**config.mk**
```make
export PLATFORM = sky130hd
export DESIGN_NAME = quad_gate_tester_flat
export DESIGN_NICKNAME = d
export VERILOG_FILES = /design/src/rtl/quad_gate_tester_pkg.sv /design/src/rtl/quad_gate_tester_if.sv /design/src/rtl/quad_gate_tester_gate_ref_model.sv /design/src/rtl/quad_gate_tester.sv /design/src/flat_wrapper.sv
export SDC_FILE = /design/constraint.sdc
export NUM_CORES = 1
export LEC_CHECK = 0
export ABC_CLOCK_PERIOD_IN_PS = 7700
export CAP_MARGIN = 40
export CORE_MARGIN = 8
export CORE_UTILIZATION = 60
export CTS_BUF_LIST = sky130_fd_sc_hd__clkbuf_8
export DETAILED_ROUTE_END_ITERATION = 10
export PLACE_DENSITY_LB_ADDON = 0.08
export SKIP_CTS_REPAIR_TIMING = 1
export SLEW_MARGIN = 15
export SYNTH_ARGS = -nofsm -noshare
export SYNTH_HDL_FRONTEND = slang
export SYNTH_SLANG_ARGS = --single-unit
```
**constraint.sdc**
```tcl
create_clock -name CLK -period 7.7 [get_ports CLK]
set_input_delay 1.54 -clock CLK [delete_from_list [all_inputs] [get_ports CLK]]
set_output_delay 1.54 -clock CLK [all_outputs]
set_load 0.05 [all_outputs]
```
**src/rtl/quad_gate_tester_pkg.sv**
```systemverilog
// Shared types, function codes and reference helpers
// for the quad 2-input gate tester.
package quad_gate_tester_pkg;

  typedef enum logic [1:0] {
    S_IDLE,
    S_SETTLE,
    S_SAMPLE,
    S_DONE
  } state_e;

  localparam logic [2:0] FN_AND  = 3'd0;
  localparam logic [2:0] FN_NAND = 3'd1;
  localparam logic [2:0] FN_OR   = 3'd2;
  localparam logic [2:0] FN_NOR  = 3'd3;
  localparam logic [2:0] FN_XOR  = 3'd4;
  localparam logic [2:0] FN_XNOR = 3'd5;

  function automatic logic expected(
    input logic [2:0] fn,
    input logic       a,
    input logic       b
  );
    logic r;
    case (fn)
      FN_AND:  r = a & b;
      FN_NAND: r = ~(a & b);
      FN_OR:   r = a | b;
      FN_NOR:  r = ~(a | b);
      FN_XOR:  r = a ^ b;
      FN_XNOR: r = ~(a ^ b);
      default: r = 1'b0;
    endcase
    return r;
  endfunction

  // Gate i gets v = k + i (mod 4); result packs {a[3:0], b[3:0]}.
  function automatic logic [7:0] vector(input logic [1:0] k);
    logic [3:0] a;
    logic [3:0] b;
    logic [1:0] v;
    for (int i = 0; i < 4; i++) begin
      v    = k + 2'(i);
      a[i] = v[1];
      b[i] = v[0];
    end
    return {a, b};
  endfunction

endpackage

```
**src/rtl/quad_gate_tester_if.sv**
```systemverilog
// Control, status and gate-pin bundle of the tester.
// master = tester side, slave = environment / gate model side.
interface quad_gate_tester_if;
  import quad_gate_tester_pkg::*;

  logic       START;
  logic [2:0] FN;
  logic [3:0] A;
  logic [3:0] B;
  logic [3:0] Y;
  logic       BUSY;
  logic       DONE;
  logic       PASS;
  logic [4:0] ERR_CNT;
  logic [3:0] FAIL_VEC;

  modport master (
    input  START, FN, Y,
    output A, B, BUSY, DONE, PASS, ERR_CNT, FAIL_VEC
  );

  modport slave (
    output START, FN, Y,
    input  A, B, BUSY, DONE, PASS, ERR_CNT, FAIL_VEC
  );

endinterface

```
**src/rtl/quad_gate_tester_gate_ref_model.sv**
```systemverilog
// Combinational reference for four 2-input gates
// of the selected function.
module gate_ref_model
  import quad_gate_tester_pkg::*;
(
  input  logic [2:0] fn,
  input  logic [3:0] a,
  input  logic [3:0] b,
  output logic [3:0] exp_y
);

  always_comb begin
    for (int i = 0; i < 4; i++) begin
      exp_y[i] = quad_gate_tester_pkg::expected(fn, a[i], b[i]);
    end
  end

endmodule

```
**src/rtl/quad_gate_tester.sv**
```systemverilog
// Stimulus/check stage for a quad 2-input gate model:
// rotated exhaustive vectors, settle, sample, accumulate.
module quad_gate_tester
  import quad_gate_tester_pkg::*;
#(
  parameter int SETTLE_CYCLES = 2
) (
  input  logic               CLK,
  input  logic               RST_N,
  quad_gate_tester_if.master bus
);

  // Legal SETTLE_CYCLES is 1..15, so the load fits 4 bits.
  localparam logic [3:0] SETTLE_LOAD = 4'(SETTLE_CYCLES - 1);

  state_e     state, state_n;
  logic [3:0] cnt, cnt_n;
  logic [1:0] k, k_n;
  logic [2:0] fn_q, fn_n;
  logic [3:0] a_q, a_n;
  logic [3:0] b_q, b_n;
  logic [4:0] err_q, err_n;
  logic [3:0] fv_q, fv_n;

  logic [3:0] exp_y;
  logic [3:0] mism;
  logic [4:0] mism_cnt;
  logic       start_ok;

  gate_ref_model u_ref (
    .fn    (fn_q),
    .a     (a_q),
    .b     (b_q),
    .exp_y (exp_y)
  );

  assign mism     = bus.Y ^ exp_y;
  assign mism_cnt = 5'(mism[0]) + 5'(mism[1])
                  + 5'(mism[2]) + 5'(mism[3]);
  assign start_ok = bus.START && (bus.FN <= FN_XNOR);

  always_ff @(posedge CLK or negedge RST_N) begin
    if (!RST_N) begin
      state <= S_IDLE;
      cnt   <= '0;
      k     <= '0;
      fn_q  <= '0;
      a_q   <= '0;
      b_q   <= '0;
      err_q <= '0;
      fv_q  <= '0;
    end else begin
      state <= state_n;
      cnt   <= cnt_n;
      k     <= k_n;
      fn_q  <= fn_n;
      a_q   <= a_n;
      b_q   <= b_n;
      err_q <= err_n;
      fv_q  <= fv_n;
    end
  end

  always_comb begin
    state_n = state;
    cnt_n   = cnt;
    k_n     = k;
    fn_n    = fn_q;
    a_n     = a_q;
    b_n     = b_q;
    err_n   = err_q;
    fv_n    = fv_q;
    unique case (state)
      S_IDLE, S_DONE: begin
        a_n = '0;
        b_n = '0;
        if (start_ok) begin
          state_n    = S_SETTLE;
          fn_n       = bus.FN;
          err_n      = '0;
          fv_n       = '0;
          k_n        = '0;
          cnt_n      = SETTLE_LOAD;
          {a_n, b_n} = vector(2'd0);
        end
      end
      S_SETTLE: begin
        if (cnt == '0) state_n = S_SAMPLE;
        else           cnt_n   = cnt - 4'd1;
      end
      S_SAMPLE: begin
        err_n = err_q + mism_cnt;
        fv_n  = fv_q | mism;
        if (k == 2'd3) begin
          state_n = S_DONE;
          a_n     = '0;
          b_n     = '0;
        end else begin
          state_n    = S_SETTLE;
          k_n        = k + 2'd1;
          cnt_n      = SETTLE_LOAD;
          {a_n, b_n} = vector(k + 2'd1);
        end
      end
      default: state_n = S_IDLE;
    endcase
  end

  assign bus.A        = a_q;
  assign bus.B        = b_q;
  assign bus.BUSY     = (state == S_SETTLE) || (state == S_SAMPLE);
  assign bus.DONE     = (state == S_DONE);
  assign bus.PASS     = (state == S_DONE) && (err_q == '0);
  assign bus.ERR_CNT  = err_q;
  assign bus.FAIL_VEC = fv_q;

endmodule
```
**src/flat_wrapper.sv**
```systemverilog
// flat-port wrapper written by rule: the top's interface ports become plain ports
module quad_gate_tester_flat import quad_gate_tester_pkg::*;
#(
  parameter int SETTLE_CYCLES = 2
)
  (CLK, RST_N, bus_START, bus_FN, bus_Y, bus_A, bus_B, bus_BUSY, bus_DONE, bus_PASS, bus_ERR_CNT, bus_FAIL_VEC);
  quad_gate_tester_if bus_i ();
  input  logic CLK;
  input  logic RST_N;
  input wire logic [$bits(bus_i.START)-1:0] bus_START;
  input wire logic [$bits(bus_i.FN)-1:0] bus_FN;
  input wire logic [$bits(bus_i.Y)-1:0] bus_Y;
  output wire logic [$bits(bus_i.A)-1:0] bus_A;
  output wire logic [$bits(bus_i.B)-1:0] bus_B;
  output wire logic [$bits(bus_i.BUSY)-1:0] bus_BUSY;
  output wire logic [$bits(bus_i.DONE)-1:0] bus_DONE;
  output wire logic [$bits(bus_i.PASS)-1:0] bus_PASS;
  output wire logic [$bits(bus_i.ERR_CNT)-1:0] bus_ERR_CNT;
  output wire logic [$bits(bus_i.FAIL_VEC)-1:0] bus_FAIL_VEC;
  assign bus_i.START = bus_START;
  assign bus_i.FN = bus_FN;
  assign bus_i.Y = bus_Y;
  assign bus_A = bus_i.A;
  assign bus_B = bus_i.B;
  assign bus_BUSY = bus_i.BUSY;
  assign bus_DONE = bus_i.DONE;
  assign bus_PASS = bus_i.PASS;
  assign bus_ERR_CNT = bus_i.ERR_CNT;
  assign bus_FAIL_VEC = bus_i.FAIL_VEC;
  quad_gate_tester #(.SETTLE_CYCLES(SETTLE_CYCLES)) u_core (.CLK(CLK), .RST_N(RST_N), .bus(bus_i));
endmodule
```
==> results of run 1 <==
[Yosys cell counts, drive strengths merged, types with 3 or more instances]
cell	instances	share of area [%]
xnor2	12	5.5
clkbuf	4	0.78
mux2	4	2.4
nand3	5	1.3
buf	7	3.2
xor2	6	2.7
nand2	8	2.0
o22ai	8	2.6
a22o	3	1.4
a211oi	3	1.2
nor2	11	2.2
a32oi	3	1.4
inv	16	3.1
o31ai	3	1.2
dfrtp	26	34
mux2i	5	2.6
a21oi	5	1.3
nor3	8	2.1
ha	22	14
o21ai	15	3.9
nand2b	4	1.4
o21ba	4	2.1
[worst reg2reg max path, stage by stage (launching register included)]
cell	delay, ps
dfrtp_1	440
inv_1	120
ha_1	320
xnor2_1	130
o22ai_1	160
nor2_1	80
xnor2_1	200
ha_1	280
fa_1	440
ha_1	240
fa_1	410
a21oi_1	160
nor2b_1	70
nand4_1	90
o211ai_1	100
nor3_1	200
[per-stage QoR]
stage,setup WS [ps],hold slack (ps),std cells
6_report,3712,547.7,264
5_1_grt,3589,573.5,264
4_1_cts,3699,550.6,264
3_5_place_dp,3457,527.1,260
3_3_place_gp,3498,518.7,260
2_1_floorplan,3627,495.4,197
[cells in the final DEF (no fill, tap or decap), drive strengths merged, types with 2 or more instances in the layout]
master and count:
nand2b 4, a21o 2, a21oi 5, dfrtp 26, nor3 8, mux2i 5, ha 22, fa 2
o22ai 8, xor2 6, nand2 8, o21ba 4, nor2 11, clkdlybuf4s50 29, xnor2 12, nand3 5
o21ai 15, inv 16, o31ai 3, nand4 2, clkbuf 4, a22o 3, a32oi 3, mux2 4
a211oi 3
[routing by layer]
metal / wire, um / GRT usage, % / vias up
met5: 0 / 0 / -
met4: 78 / 6.444 / 0
met3: 269 / 3.581 / 8
met2: 1857 / 26.88 / 46
met1: 1728 / 18.73 / 710
li1: - / - / 736
[how the worst max path moves through the flow]
stage / start / to / cells past startpoint
after floorplan: u_core.state[0] / bus_PASS / 3
after global placement: bus_Y[0] / u_core.bus.ERR_CNT[4] / 11
after detailed placement: bus_Y[1] / u_core.bus.ERR_CNT[4] / 11
after CTS: u_core.state[0] / bus_PASS / 4
after global routing: bus_Y[1] / u_core.bus.ERR_CNT[4] / 11
final: u_core.state[0] / bus_PASS / 4
[state kept, by name (all words and copies together) (netlist names)]
signal / flops
u_core.bus.B: 2
u_core.state: 2
u_core.bus.A: 4
u_core.cnt: 4
u_core.bus.FAIL_VEC: 4
u_core.bus.ERR_CNT: 5
u_core.k: 2
u_core.fn_q: 3
[kinds of logic after synthesis]
family | count (synthesis)
xor+xnor | 18
compound gates | 50
fa+ha+maj | 24
buf+inv | 27
simple gates | 43
flops | 26
mux | 9
[layout make-up]
type | instances | area (sq um) | area share [%]
multi-input cells | 144 | 1127 | 50.20
flip-flops and latches | 26 | 650.6 | 28.97
repair buffers | 30 | 297.8 | 13.26
inverters | 16 | 60.06 | 2.674
clock buffers | 4 | 55.05 | 2.451
well taps | 44 | 55.05 | 2.451
==> impl_metrics.tcl, run 1 <==
set metrics [dict create \
    reg2reg_depth 15 \
    cp_max_fo 4 \
    antenna_left 0 \
    num_io_pins 30 \
    postSynthCellCount 197 \
    design.die.area_sq_um 5254 \
    slowest_delay_ps 830 \
    cts_sinks 26 \
    worstPathCellList "ha_1, or4b_2, nor3_1, clkdlybuf4s50_1" \
    rr_startpoint "u_core.bus.B[1]" \
    place.gp.congestion 0.8233 \
    hold_depth 2 \
    fin_skew_ps 5.110 \
    num_rows 20 \
    antenna_found_initial 0 \
    grt_max_degree 27 \
    muxShareOfSynthArea_pct 4.967 \
    drt_wl_total_um 3934 \
    firstDrtPassIters 4 \
    clockBufferDepth 2 \
    final_util_pct 73.57 \
    clkTransAtPathRegs_ps 90 \
    drive_gt1_share_pct 5.909 \
    worstPathRequired_ps 6160 \
    insertedDiodeCount 0 \
    clock.fmax_mhz 250.8 \
    tightest_slew_ps 759.3 \
    outcome "completed" \
    ys_seq_elements 26 \
    drv_cap 0 \
    cts_tree "yes" \
    finalSetupViolCount 0 \
    timing.rr.end "u_core.bus.ERR_CNT[4]" \
    end_kind "output pin" \
    syn_area_sq_um 1914 \
    die_x_um 72.49 \
    synth_flop_cell "dfrtp_1" \
    setup_tns_ps 0 \
    hold_violations 0 \
    fin_nets 255 \
    cts-root-buf "clkbuf_8" \
    synth_edf_count 0 \
    die_y_um 72.49 \
    fin_crit_sh_pct 51.79 \
    start_util_pct 62.70 \
    synth_compound_area_share_pct 17.65 \
    max_slew_margin_pct 49.38 \
    final_max_slew_viol_count 0 \
    area_growth_pct 17.32 \
    via_per_inst 5.682 \
    yosysUniqueCellTypes 39 \
    fin_area_sq_um 2246 \
    cp_data_arrival_time_ps 2450 \
    min-delay-start "u_core.bus.A[0]" \
    synth_top_family_by_area "compound AO/OA/AOI/OAI gates" \
    drc_errors 0 \
    r2r_slack_ps 4200 \
    hold_path.class "reg2reg" \
    critPathBufInv 1 \
    synth_adder_area_share_pct 16.47 \
    place_area_sq_um 2191 \
    wl_per_cell_um 14.90 \
    first_iter_violations 78 \
    async_reset_ff_share_pct 100.0 \
    hpwl_um 3022 \
    worstSetupPathType "reg2out" \
    startpoint_type "flip-flop" \
    cts_buffers 3 \
    vias 1500 \
    first_global_vias 1464 \
    synth.avg_cell_area_sq_um 9.717 \
    cp_slowest_cell "clkdlybuf4s50_1" \
    syn-num-nets 231 \
    clk_latency_ps 270 \
    synth_xor_area_share_pct 8.235 \
    grt_overflow 0 \
    critPathTopFamily "buffers and inverters" \
    io_buffers 29 \
    hold_path_end "u_core.bus.A[0]" \
    grt_usage_pct 15.83 \
    period_minus_slack_ps 3988 \
    fillers 242 \
    rsz0062_at_grt "no" \
    grt_pass1_wl_um 6699 \
    yosysWarnings 0 \
    synthSimpleGateAreaFrac_pct 11.57 \
    cts_max_level 1 \
    yosysSeqAreaShare_pct 33.99 \
    core_sq_um 3053 \
]
Power of run 1 is not shown: default switching activity piles up to over one toggle a cycle in this logic, so the estimate is an artifact.
==> run 2, diff against run 1 <==
--- a/config.mk
+++ b/config.mk
@@ -5,10 +5,10 @@
 export SDC_FILE = /design/constraint.sdc
 export NUM_CORES = 1
 export LEC_CHECK = 0
-export ABC_CLOCK_PERIOD_IN_PS = 7700
+export ABC_CLOCK_PERIOD_IN_PS = 3350
 export CAP_MARGIN = 40
 export CORE_MARGIN = 8
-export CORE_UTILIZATION = 60
+export CORE_UTILIZATION = 50
 export CTS_BUF_LIST = sky130_fd_sc_hd__clkbuf_8
 export DETAILED_ROUTE_END_ITERATION = 10
 export PLACE_DENSITY_LB_ADDON = 0.08
==> constraint.sdc (replaced) <==
create_clock -name CLK -period 3.35 [get_ports CLK]
set_input_delay 0.67 -clock CLK [delete_from_list [all_inputs] [get_ports CLK]]
set_output_delay 0.67 -clock CLK [all_outputs]
set_load 0.05 [all_outputs]
==> impl_metrics.tcl, run 2 (synthesized netlist as in run 1, its figures left out) <==
set metrics [dict create \
    worstSetupPathType "reg2reg" \
    vias 1509 \
    fillers 291 \
    wl_met1_um 1886 \
    drt_wl_total_um 4303 \
    clkTransAtPathRegs_ps 100 \
    clk_latency_ps 270 \
    fin_skew_ps 7.517 \
    place.gp.congestion 0.8702 \
    final_common_cell "clkdlybuf4s50_1" \
    die_y_um 77.88 \
    cp_max_fo 3 \
    route.met2.wl_um 2156 \
    first_global_vias 1494 \
    fin_cells 276 \
    cts_buffers 3 \
    num_io_pins 30 \
    num_rows 22 \
    hold_ws_ps 552.9 \
    hold_path.class "reg2reg" \
    reg2reg_depth 15 \
    outcome "completed" \
    finalSetupViolCount 0 \
    wl_per_cell_um 15.59 \
    cts_tree "yes" \
    top_layer "met4" \
    setup_tns_ps 0 \
    max_slew_margin_pct 65.57 \
    largest_reg_flops 5 \
    cp_data_arrival_time_ps 3520 \
    drive_gt1_share_pct 19.74 \
    design.die.area_sq_um 6065 \
    tightest_slew_ps 516.5 \
    cts-root-buf "clkbuf_8" \
    grt_overflow 0 \
    antenna_left 0 \
    drv_cap 0 \
    firstDrtPassIters 4 \
    period_minus_slack_ps 3321 \
    io_buffers 29 \
    grt_pass1_wl_um 6982 \
    drc_errors 0 \
    r2r_slack_ps 30 \
    setup_slack_ps 29.47 \
    insertedDiodeCount 0 \
    rsz0062_at_grt "yes" \
    hold_depth 2 \
    startpoint_type "flip-flop" \
    die_x_um 77.88 \
    fin_nets 263 \
    final_max_slew_viol_count 0 \
    pre_cts_slack_ps -125.8 \
    grt_max_degree 27 \
    clockBufferDepth 2 \
    antenna_found_initial 0 \
    dp.cells 268 \
    core_sq_um 3661 \
    clock.fmax_mhz 301.2 \
    start_util_pct 52.29 \
    hpwl_um 3150 \
    end_kind "flip-flop" \
    cts_sinks 26 \
    worstPathRequired_ps 3550 \
    hold_violations 0 \
    first_iter_violations 55 \
    grt_usage_pct 13.69 \
    fin_crit_sh_pct 99.12 \
    final_cell_mix "29 x clkdlybuf4s50_1, 21 x dfrtp_1, 19 x ha_1" \
    via_per_inst 5.467 \
    wl_met3_um 228 \
    cts_max_level 1 \
    area_growth_pct 25.88 \
]
-- run 2: cell count changes in the layout (fill, tap and decap cells not counted), sizes merged --
cell / change
buf: +8
-- run 2: per-stage QoR --
stage / util (%) / cell area (sq um)
6_report: 65.82 / 2410
5_1_grt: 65.82 / 2410
4_1_cts: 62.44 / 2286
3_5_place_dp: 60.94 / 2231
3_3_place_gp: 60.94 / 2231
2_1_floorplan: - / 1919
-- run 2: critical path, stage by stage, from the launching register on --
cell	delay, ps
dfrtp_2	420
inv_2	100
ha_4	220
xnor2_2	130
o22ai_1	150
nor2_2	90
xnor2_2	210
ha_1	280
fa_1	500
ha_2	220
fa_2	380
a21oi_2	130
nor2b_1	60
nand4_1	80
o211ai_1	100
nor3_2	180
-- run 2: path summary, 6_finish.rpt --
path                                  from                    end
max                        u_core.bus.B[1]  u_core.bus.ERR_CNT[4]
min                        u_core.bus.A[1]        u_core.bus.A[1]
max reg2reg                u_core.bus.B[1]  u_core.bus.ERR_CNT[4]
min reg2reg                u_core.bus.A[1]        u_core.bus.A[1]
max in group asynchronous            RST_N        u_core.bus.B[1]
min in group asynchronous            RST_N        u_core.state[0]
-- run 2: cell type report --
| class | instances | area [sq um] | share of cell area [%] |
|---|---|---|---|
| multi-input cells | 144 | 1220 | 50.62 |
| flip-flops and latches | 26 | 656.9 | 27.26 |
| repair buffers | 38 | 357.8 | 14.85 |
| inverters | 16 | 60.06 | 2.492 |
| well taps | 48 | 60.06 | 2.492 |
| clock buffers | 4 | 55.05 | 2.285 |
-- run 2: layer usage --
layer / up-vias / GRT usage [%]
li1: 747 / -
met1: 723 / 17.39
met2: 35 / 22.81
met3: 4 / 3.456
met4: 0 / 2.830
met5: - / 0
Power of run 2 is left out for the same reason.
